$ cat config.mk
export PLATFORM = sky130hd
export DESIGN_NAME = div_iter
export DESIGN_NICKNAME = d
export VERILOG_FILES = /design/src/rtl/div_iter_pkg.sv /design/src/rtl/div_step.sv /design/src/rtl/div_iter.sv
export SDC_FILE = /design/constraint.sdc
export NUM_CORES = 1
export LEC_CHECK = 0
export ABC_CLOCK_PERIOD_IN_PS = 10700
export BUFFER_PORTS_ARGS = -buffer_cell sky130_fd_sc_hd__buf_2
export CAP_MARGIN = 10
export CORE_UTILIZATION = 64
export CTS_CLUSTER_SIZE = 40
export DETAILED_ROUTE_END_ITERATION = 8
export PLACE_DENSITY = 0.89
export SETUP_SLACK_MARGIN = 0.3
export SYNTH_ARGS = -nofsm -noshare
export SYNTH_HDL_FRONTEND = slang
export SYNTH_SLANG_ARGS = --single-unit
export TNS_END_PERCENT = 50
$ cat constraint.sdc
create_clock -name clk -period 10.7 [get_ports clk]
set_input_delay 0.535 -clock clk [delete_from_list [all_inputs] [get_ports clk]]
set_output_delay 0.535 -clock clk [all_outputs]
set_load 0.01 [all_outputs]
$ cat src/rtl/div_iter_pkg.sv
// Shared state codes, handshake constants and parameter checks for the
// iterative divider.
package div_iter_pkg;

    typedef enum logic [1:0] {
        DIV_FREE   = 2'b00,
        DIV_BYZERO = 2'b01,
        DIV_ON     = 2'b10,
        DIV_END    = 2'b11
    } div_state_e;

    localparam logic DIV_START            = 1'b1;
    localparam logic DIV_STOP             = 1'b0;
    localparam logic DIV_RESULT_READY     = 1'b1;
    localparam logic DIV_RESULT_NOT_READY = 1'b0;

    function automatic bit steps_legal(input int data_w, input int steps);
        return ((steps == 1) || (steps == 2) || (steps == 4)) && ((data_w % steps) == 0);
    endfunction

endpackage

$ cat src/rtl/div_step.sv
// One restoring trial-subtraction step: shift in a dividend bit, subtract
// the divisor if it fits, and report the resulting quotient bit.
module div_step #(
    parameter int W = 32
) (
    input  logic [W-1:0] rem_in,
    input  logic         dividend_bit,
    input  logic [W-1:0] divisor,
    output logic [W-1:0] rem_out,
    output logic         q_bit
);

    logic [W:0] minuend;
    logic [W:0] diff;

    // rem_in < divisor always holds, so a successful subtract fits in W bits.
    always_comb begin
        minuend = {rem_in, dividend_bit};
        diff    = minuend - {1'b0, divisor};
        q_bit   = (minuend >= {1'b0, divisor});
        rem_out = q_bit ? diff[W-1:0] : minuend[W-1:0];
    end

endmodule

$ cat src/rtl/div_iter.sv
// Multi-cycle restoring divider for DIV/DIVU; returns {remainder, quotient}
// and retires STEPS_PER_CYCLE quotient bits per clock.
module div_iter
    import div_iter_pkg::*;
#(
    parameter int DATA_W          = 32,
    parameter int STEPS_PER_CYCLE = 1
) (
    input  logic                  clk,
    input  logic                  rst,
    input  logic                  signed_div_i,
    input  logic [DATA_W-1:0]     opdata1_i,
    input  logic [DATA_W-1:0]     opdata2_i,
    input  logic                  start_i,
    input  logic                  annul_i,
    output logic [2*DATA_W-1:0]   result_o,
    output logic                  ready_o,
    output div_state_e            dbg_state
);

    localparam int CNT_W = $clog2(DATA_W + 1);
    localparam int S     = STEPS_PER_CYCLE;

    generate
        if (!steps_legal(DATA_W, STEPS_PER_CYCLE)) begin : g_bad_steps
            $error("div_iter: STEPS_PER_CYCLE must be 1, 2 or 4 and divide DATA_W");
        end
    endgenerate

    div_state_e            state, state_n;
    logic [DATA_W-1:0]     dq, dq_n;       // dividend bits shift out, quotient bits shift in
    logic [DATA_W-1:0]     rem, rem_n;
    logic [DATA_W-1:0]     dvs, dvs_n;
    logic                  sign_q, sign_q_n;
    logic                  sign_r, sign_r_n;
    logic [CNT_W-1:0]      cnt, cnt_n;
    logic [2*DATA_W-1:0]   result, result_n;

    logic [DATA_W-1:0]     rem_chain [S+1];
    logic [DATA_W-1:0]     dq_chain  [S+1];
    logic [S-1:0]          q_bits;

    assign rem_chain[0] = rem;
    assign dq_chain[0]  = dq;

    generate
        for (genvar g = 0; g < S; g++) begin : g_step
            div_step #(.W(DATA_W)) u_step (
                .rem_in       (rem_chain[g]),
                .dividend_bit (dq_chain[g][DATA_W-1]),
                .divisor      (dvs),
                .rem_out      (rem_chain[g+1]),
                .q_bit        (q_bits[g])
            );
            assign dq_chain[g+1] = {dq_chain[g][DATA_W-2:0], q_bits[g]};
        end
    endgenerate

    always_ff @(posedge clk) begin
        if (rst) begin
            state  <= DIV_FREE;
            dq     <= '0;
            rem    <= '0;
            dvs    <= '0;
            sign_q <= 1'b0;
            sign_r <= 1'b0;
            cnt    <= '0;
            result <= '0;
        end else begin
            state  <= state_n;
            dq     <= dq_n;
            rem    <= rem_n;
            dvs    <= dvs_n;
            sign_q <= sign_q_n;
            sign_r <= sign_r_n;
            cnt    <= cnt_n;
            result <= result_n;
        end
    end

    always_comb begin
        state_n  = state;
        dq_n     = dq;
        rem_n    = rem;
        dvs_n    = dvs;
        sign_q_n = sign_q;
        sign_r_n = sign_r;
        cnt_n    = cnt;
        result_n = result;

        case (state)
            DIV_FREE: begin
                result_n = '0;
                if (start_i == DIV_START && !annul_i) begin
                    if (opdata2_i == '0) begin
                        state_n = DIV_BYZERO;
                    end else begin
                        state_n  = DIV_ON;
                        dq_n     = (signed_div_i && opdata1_i[DATA_W-1]) ? -opdata1_i : opdata1_i;
                        dvs_n    = (signed_div_i && opdata2_i[DATA_W-1]) ? -opdata2_i : opdata2_i;
                        sign_q_n = signed_div_i & (opdata1_i[DATA_W-1] ^ opdata2_i[DATA_W-1]);
                        sign_r_n = signed_div_i & opdata1_i[DATA_W-1];
                        rem_n    = '0;
                        cnt_n    = '0;
                    end
                end
            end
            DIV_BYZERO: begin
                result_n = '0;
                state_n  = annul_i ? DIV_FREE : DIV_END;
            end
            DIV_ON: begin
                if (annul_i) begin
                    state_n  = DIV_FREE;
                    result_n = '0;
                end else begin
                    rem_n = rem_chain[S];
                    dq_n  = dq_chain[S];
                    cnt_n = cnt + CNT_W'(S);
                    // Last batch of steps: fix up signs and publish the result.
                    if (cnt == CNT_W'(DATA_W - S)) begin
                        result_n = {sign_r ? -rem_chain[S] : rem_chain[S],
                                    sign_q ? -dq_chain[S]  : dq_chain[S]};
                        state_n  = DIV_END;
                    end
                end
            end
            DIV_END: begin
                if (start_i == DIV_STOP) begin
                    state_n  = DIV_FREE;
                    result_n = '0;
                end
            end
            default: begin
                state_n  = DIV_FREE;
                result_n = '0;
            end
        endcase
    end

    assign ready_o   = (state == DIV_END) ? DIV_RESULT_READY : DIV_RESULT_NOT_READY;
    assign result_o  = result;
    assign dbg_state = state;

endmodule

* Word level (Yosys, flattened, before mapping) *
Index checks and enable logic that the tools add are counted.

storage, ports and cells
  latch bits = 0
  memory bits (writable) = 0
  memory bits (read-only) = 0
  logic and storage cells = 69
  register bits = 170
  memories = 0

cells by class
  order comparisons = 1
  divide/modulo/power cells = 0
  mux-type cells = 29
  $mul = 0
  add/subtract/negate cells = 6
  bitwise logic cells = 4
  eq/ne operators = 9
  shift-type cells = 0
  reduce and logical (&&, ||, !) cells = 12

operator list
  kind                 number
  $mux 32              11
  $mux 64              3
  $pmux 64 s3          1
  $neg 32->32          4
  $pmux 32 s2          2
  $ge 33x32->1         1
  $logic_not 32->1     1
  $sub 32x32->32       1
  $mux 6               3
  $mux 2               6
  $pmux 6 s2           1
  $ne 2x2->1 const B   4
  $pmux 2 s4           1
  $add 6x1->6 const B  1
  $eq 6x5->1 const B   1
  $reduce_and 3->1     2
  $eq 2x2->1 const B   2
  $reduce_and 4->1     1
  $logic_and 1x1->1    3
  $ne 3x3->1 const B   1
  $and 1x1->1          2
  $eq 2x1->1 const B   1
  $logic_not 2->1      1
  $reduce_and 2->1     1
  other kinds (6)      6

* Logic depth before layout (Yosys ltp) *
  depth in word-level cells = 7
  depth in mapped cells = 24
  depth with buffers taken out = 20

* Cells and area by module *
Synthesis repeated with hierarchy kept, for this count alone.

second synthesis, totals
  cell total of the unflattened synthesis = 1459
  area, all modules = 11292.1 um2

modules (own cells, without submodules)
  module    sequential area each (um2)  instances  cells each  area each (um2)
  div_iter  3403.3                      1          1136        8961.1
  div_step  0.0                         1          323         2331.0

* Worst setup path after synthesis *
OpenSTA, ideal clock, no wires.

  kind = reg2reg
  start point = register dvs[19]
  end point = register result[60] (netlist: result_o[60])
  slack = 6.042 ns
  data required time = 10.583 ns
  cell stages (with the launch flop) = 24
  arrival time = 4.541 ns
  path buffers = 5
  path through = dfxtp_1 inv_1 ha_1 clkbuf_2 nand4_1 nor4_1 a41oi_1 o21ai_0 or2_4 buf_6 buf_2 buf_2 buf_1 a21oi_1 inv_1 ha_1 nand3_1 nor4_1 a31oi_1 or3b_1 nand4b_1 o31ai_1 xor2_1 a22o_1

between the ends
  word-level cells in the longest chain between the ends = 7

ends and longest elaborated chain
  item                                            line                            text
  start, declared                                 div_iter.sv:33                  logic [DATA_W-1:0] dvs, dvs_n;
  start signal, assigned                          div_iter.sv:73                  dvs <= dvs_n;
  $sub 32x32->32 or $ge 33x32->1 (tied branches)  div_step.sv:19, div_step.sv:20
  $mux 32 (*)                                     div_step.sv:21                  rem_out = q_bit ? diff[W-1:0] : minuend[W-1:0];
  $neg 32->32                                     div_iter.sv:122                 result_n = {sign_r ? -rem_chain[S] : rem_chain[S],
  $mux 32 (*)                                     div_iter.sv:122
  $mux 64 (*)                                     div_iter.sv:121                 if (cnt == CNT_W'(DATA_W - S)) begin
  $mux 64 (*)                                     div_iter.sv:113                 if (annul_i) begin
  $pmux 64 s3 (*)                                 div_iter.sv:91                  case (state)
  end signal, assigned                            div_iter.sv:77                  result <= result_n;
  end, declared                                   div_iter.sv:37                  logic [2*DATA_W-1:0] result, result_n;

Mark *: on every way between the ends. The rest lies on a longest branch, timed or not. The select of a mux whose other input is x is not followed.
A chain may end at the register's enable or synchronous reset.

* Worst setup path after layout *
Same ends and word-level chain as after synthesis.

==> run summary <==
Post-CTS resize count -> 0
Worst Clk Skew -> 0.0114 ns
Final Wtd Congestion -> 1.02
CP Buf/Inv Count -> 4
Via-to-Cell Ratio -> 6.55
CP max FO -> 56
EDFF count, synth -> 0
Full die area -> 18600 µm²
Syn_area_per_cell -> 7.58 µm²
Crit path depth -> 21
Crit share post-route -> 52.7%
Post-CTS setup buffer count -> 0
First-pass GRT wire length -> 55.3 mm
Largest stage delay, worst path -> 0.71 ns
Pin count of the biggest net entering global routing -> 91
Reg power frac -> 23.9%
Clk_lat worst skew -> 0.44 ns
Initial antenna violation count -> 1
Status -> completed
Reg clk slew, reported paths -> 0.08 ns
Crit path cell chain -> inv_1 -> ha_1 -> nand4_1 -> nor4_1 -> a41oi_1 -> o21ai_0 -> or2_4 -> inv_2 -> buf_4 -> nand2_1 -> nand2_1 -> inv_1 -> ha_1 -> nand3_1 -> nor4_1 -> a31oi_1 -> or3b_1 -> nand4b_1 -> o31ai_1 -> xor2_1 -> a22o_1
Hold-fix buffers, CTS -> 0
Max-cap violations -> 0
Critical path destination -> result_o[60]$_SDFFE_PP0P_
Routed Wire Length -> 35.2 mm
Starting Density -> 66.1%
Critical path data required time -> 11.03 ns
Clock sinks -> 170
Fraction of layout cells with a size suffix above 1 -> 13.4%
Worst path slowest cell -> or2_4
Setup slack, reg-to-reg -> 5.06 ns
Port Buffer Count -> 135
Die Ht -> 136 µm
CP Data Arrival Time -> 5.97 ns
Tightest Pin Transition -> 0.958 ns
CTS tree -> built
Hold Path Class -> in -> reg
Worst setup SP type -> flip-flop
Final Instance Count excl. Fillers -> 1835
Clk buf depth -> 2
R2R cell count -> 21
Grt ovf -> 0
Top_reg_cell synth -> dfxtp_1
TritonRoute pass-1 iters -> 6
Most frequent cells in the layout -> nor2_1 (248), dfxtp_1 (170), buf_2 (134)
P_sw -> 1.53 mW
Vias -> 12013
R2R Path End -> result_o[60]$_SDFFE_PP0P_
Commonest non-fill, non-tap cell in the layout -> nor2_1
Fin crit period -> 5.64 ns
Number of global-route vias before repair -> 10544
Post-Synthesis Cells -> 1525
Antenna diodes -> 0
Asr flop ratio synth -> 0%
Final setup viols -> 0
Final HPWL DP -> 25.6 mm
Setup TNS -> 0 ns
Layout area overhead -> 11.5%
Synth cell types -> 79
Nets@finish -> 1708
CTS Root Cell -> clkbuf_16
Mapped cell area -> 11600 µm²
Max Fclk -> 0.177 GHz
R2R Path Start -> dvs[19]$_SDFFE_PP0P_
#FFs+latches synth -> 170
Die W -> 136 µm
Worst Setup SP -> dvs[19]$_SDFFE_PP0P_
Delay-heaviest family, CP -> simple AND/OR/NAND/NOR gates
H-tree levels -> 4
# rows -> 48
CP Class -> reg -> reg
Int Pwr -> 1.65 mW
Pleak -> 5.26 nW
Fin. Hold Viols -> 0
DRT antenna net count -> 0
VDD IR max -> 0.192 mV
Logic pwr share -> 55.8%
P per Cell Area -> 247 nW/µm²
Core footprint -> 17500 µm²
Synth Net Count -> 1636
Fin. max-slew vios -> 0
RSZ-0062 raised after global routing -> no
Sw Ratio -> 48.1%
I/O pins -> 136
DRC violations left -> 0
Synth warnings -> 0
DR iter-0 viols -> 1351
Clock share of power -> 20.3%
Num CTS Buffers -> 17
Placed Cells -> 1802
Routed WL per cell -> 19.2 µm
Setup crit end kind -> flip-flop
Post-synthesis sequential area ratio -> 29.5%
Slew Limit Headroom -> 36.2%
Gr usage total -> 38.4%
Fillers -> 1377
synth_stat cells (all sizes together), types with 4 or more instances:
cell type  instances  area share, %
nand2b            10           0.54
or4               13           0.88
a22oi             44            2.9
a21o              19            1.3
o211ai             5           0.32
nor2b              9           0.49
ha                41            4.4
nand3b             6           0.39
nor3              42            1.9
or2               11           0.64
a22o              21            1.6
mux2i             18            1.6
o31ai             24            1.7
a21oi             89            3.9
a211oi            43            2.9
or3               15           0.81
dfxtp            170             29
nand4b             4           0.30
buf               23           0.99
and2               8           0.43
xor2              68            5.2
o41ai              9           0.81
a31oi             41            2.2
inv               55            1.8
nand3             35            1.5
o21a               7           0.45
nand4             12           0.65
clkbuf            72            2.3
and3              10           0.54
nor4              20            1.1
nor2             250            8.1
o21ai             73            3.2
a221oi            29            2.2
xnor2             69            5.2
nand2            119            3.9
nor3b              4           0.26
worst reg2reg max path, delay by kind of cell (launching register included):
| family | cells | cell delay, ns |
|---|---|---|
| AO/OA/AOI/OAI | 5 | 1.24 |
| buffers and inverters | 4 | 0.49 |
| adder cells (fa/ha/maj) | 2 | 0.65 |
| XOR/XNOR | 1 | 0.10 |
| AND/OR/NAND/NOR | 9 | 2.71 |
| flip-flops | 1 | 0.34 |
sequential cells by signal (all words and copies together) (netlist names):
register	flops
dvs	32
dbg_state	2
cnt	6
sign_r	1
sign_q	1
result_o	64
dq	32
rem	32
worst min path at each step:
stage / startpoint / endpoint / slack, ns / depth (start not counted)
final: opdata2_i[1] / dvs[1]$_SDFFE_PP0P_ / 0.37 / 3
after floorplan: dvs[31]$_SDFFE_PP0P_ / dvs[31]$_SDFFE_PP0P_ / 0.43 / 2
after global routing: opdata2_i[1] / dvs[1]$_SDFFE_PP0P_ / 0.38 / 3
after detailed placement: dvs[31]$_SDFFE_PP0P_ / dvs[31]$_SDFFE_PP0P_ / 0.45 / 2
after global placement: dvs[31]$_SDFFE_PP0P_ / dvs[31]$_SDFFE_PP0P_ / 0.44 / 2
after CTS: opdata2_i[1] / dvs[1]$_SDFFE_PP0P_ / 0.37 / 3
power by group through the flow:
stage | Sequential, mW | Combinational, mW | Clock [mW]
floorplan | 0.757 | 1.30 | 0
global placement | 0.768 | 1.67 | 0
detailed placement | 0.772 | 1.70 | 0
CTS | 0.758 | 1.72 | 0.648
global route | 0.769 | 1.93 | 0.677
finish | 0.761 | 1.78 | 0.645
per-stage QoR:
stage               power, mW  area (µm²)  utilization (%)  hold WS (ns)  setup slack [ns]
floorplan                2.05       11600                -         0.432              6.04
global placement         2.44       12200             70.1         0.443              5.50
detailed placement       2.47       12200             70.1         0.452              5.31
CTS                      3.13       12900             73.7         0.367              5.29
global route             3.37       12900             73.7         0.383              4.67
finish                   3.18       12900             73.7         0.373              5.06
layout make-up:
type                       count  area [µm²]  share of cell area [%]
multi-input combinational   1205        7590                    58.9
sequential                   170        3400                    26.4
timing repair buffer         148         779                    6.05
clock buffer                  17         425                    3.30
tap                          225         282                    2.19
inverter                      55         206                    1.60
clock inverter                15         199                    1.54
per-layer routing:
| layer | part of all wire, % | global-route usage (%) |
|---|---|---|
| met1 | 43 | 53.2 |
| met2 | 44 | 57.4 |
| met3 | 10 | 8.54 |
| met4 | 3.2 | 15.3 |
| met5 | 0 | 0 |
cell families after synthesis:
kind of cell             count (synthesis)  share of synthesized area (%)
AO/OA/AOI/OAI                          433                           25.8
XOR/XNOR                               137                           10.4
adder cells (fa/ha/maj)                 42                           4.61
buffers and inverters                  150                           5.12
flip-flops                             170                           29.5
multiplexers                            18                           1.56
AND/OR/NAND/NOR                        575                           23.1
Power figures use the tool's default switching activity.
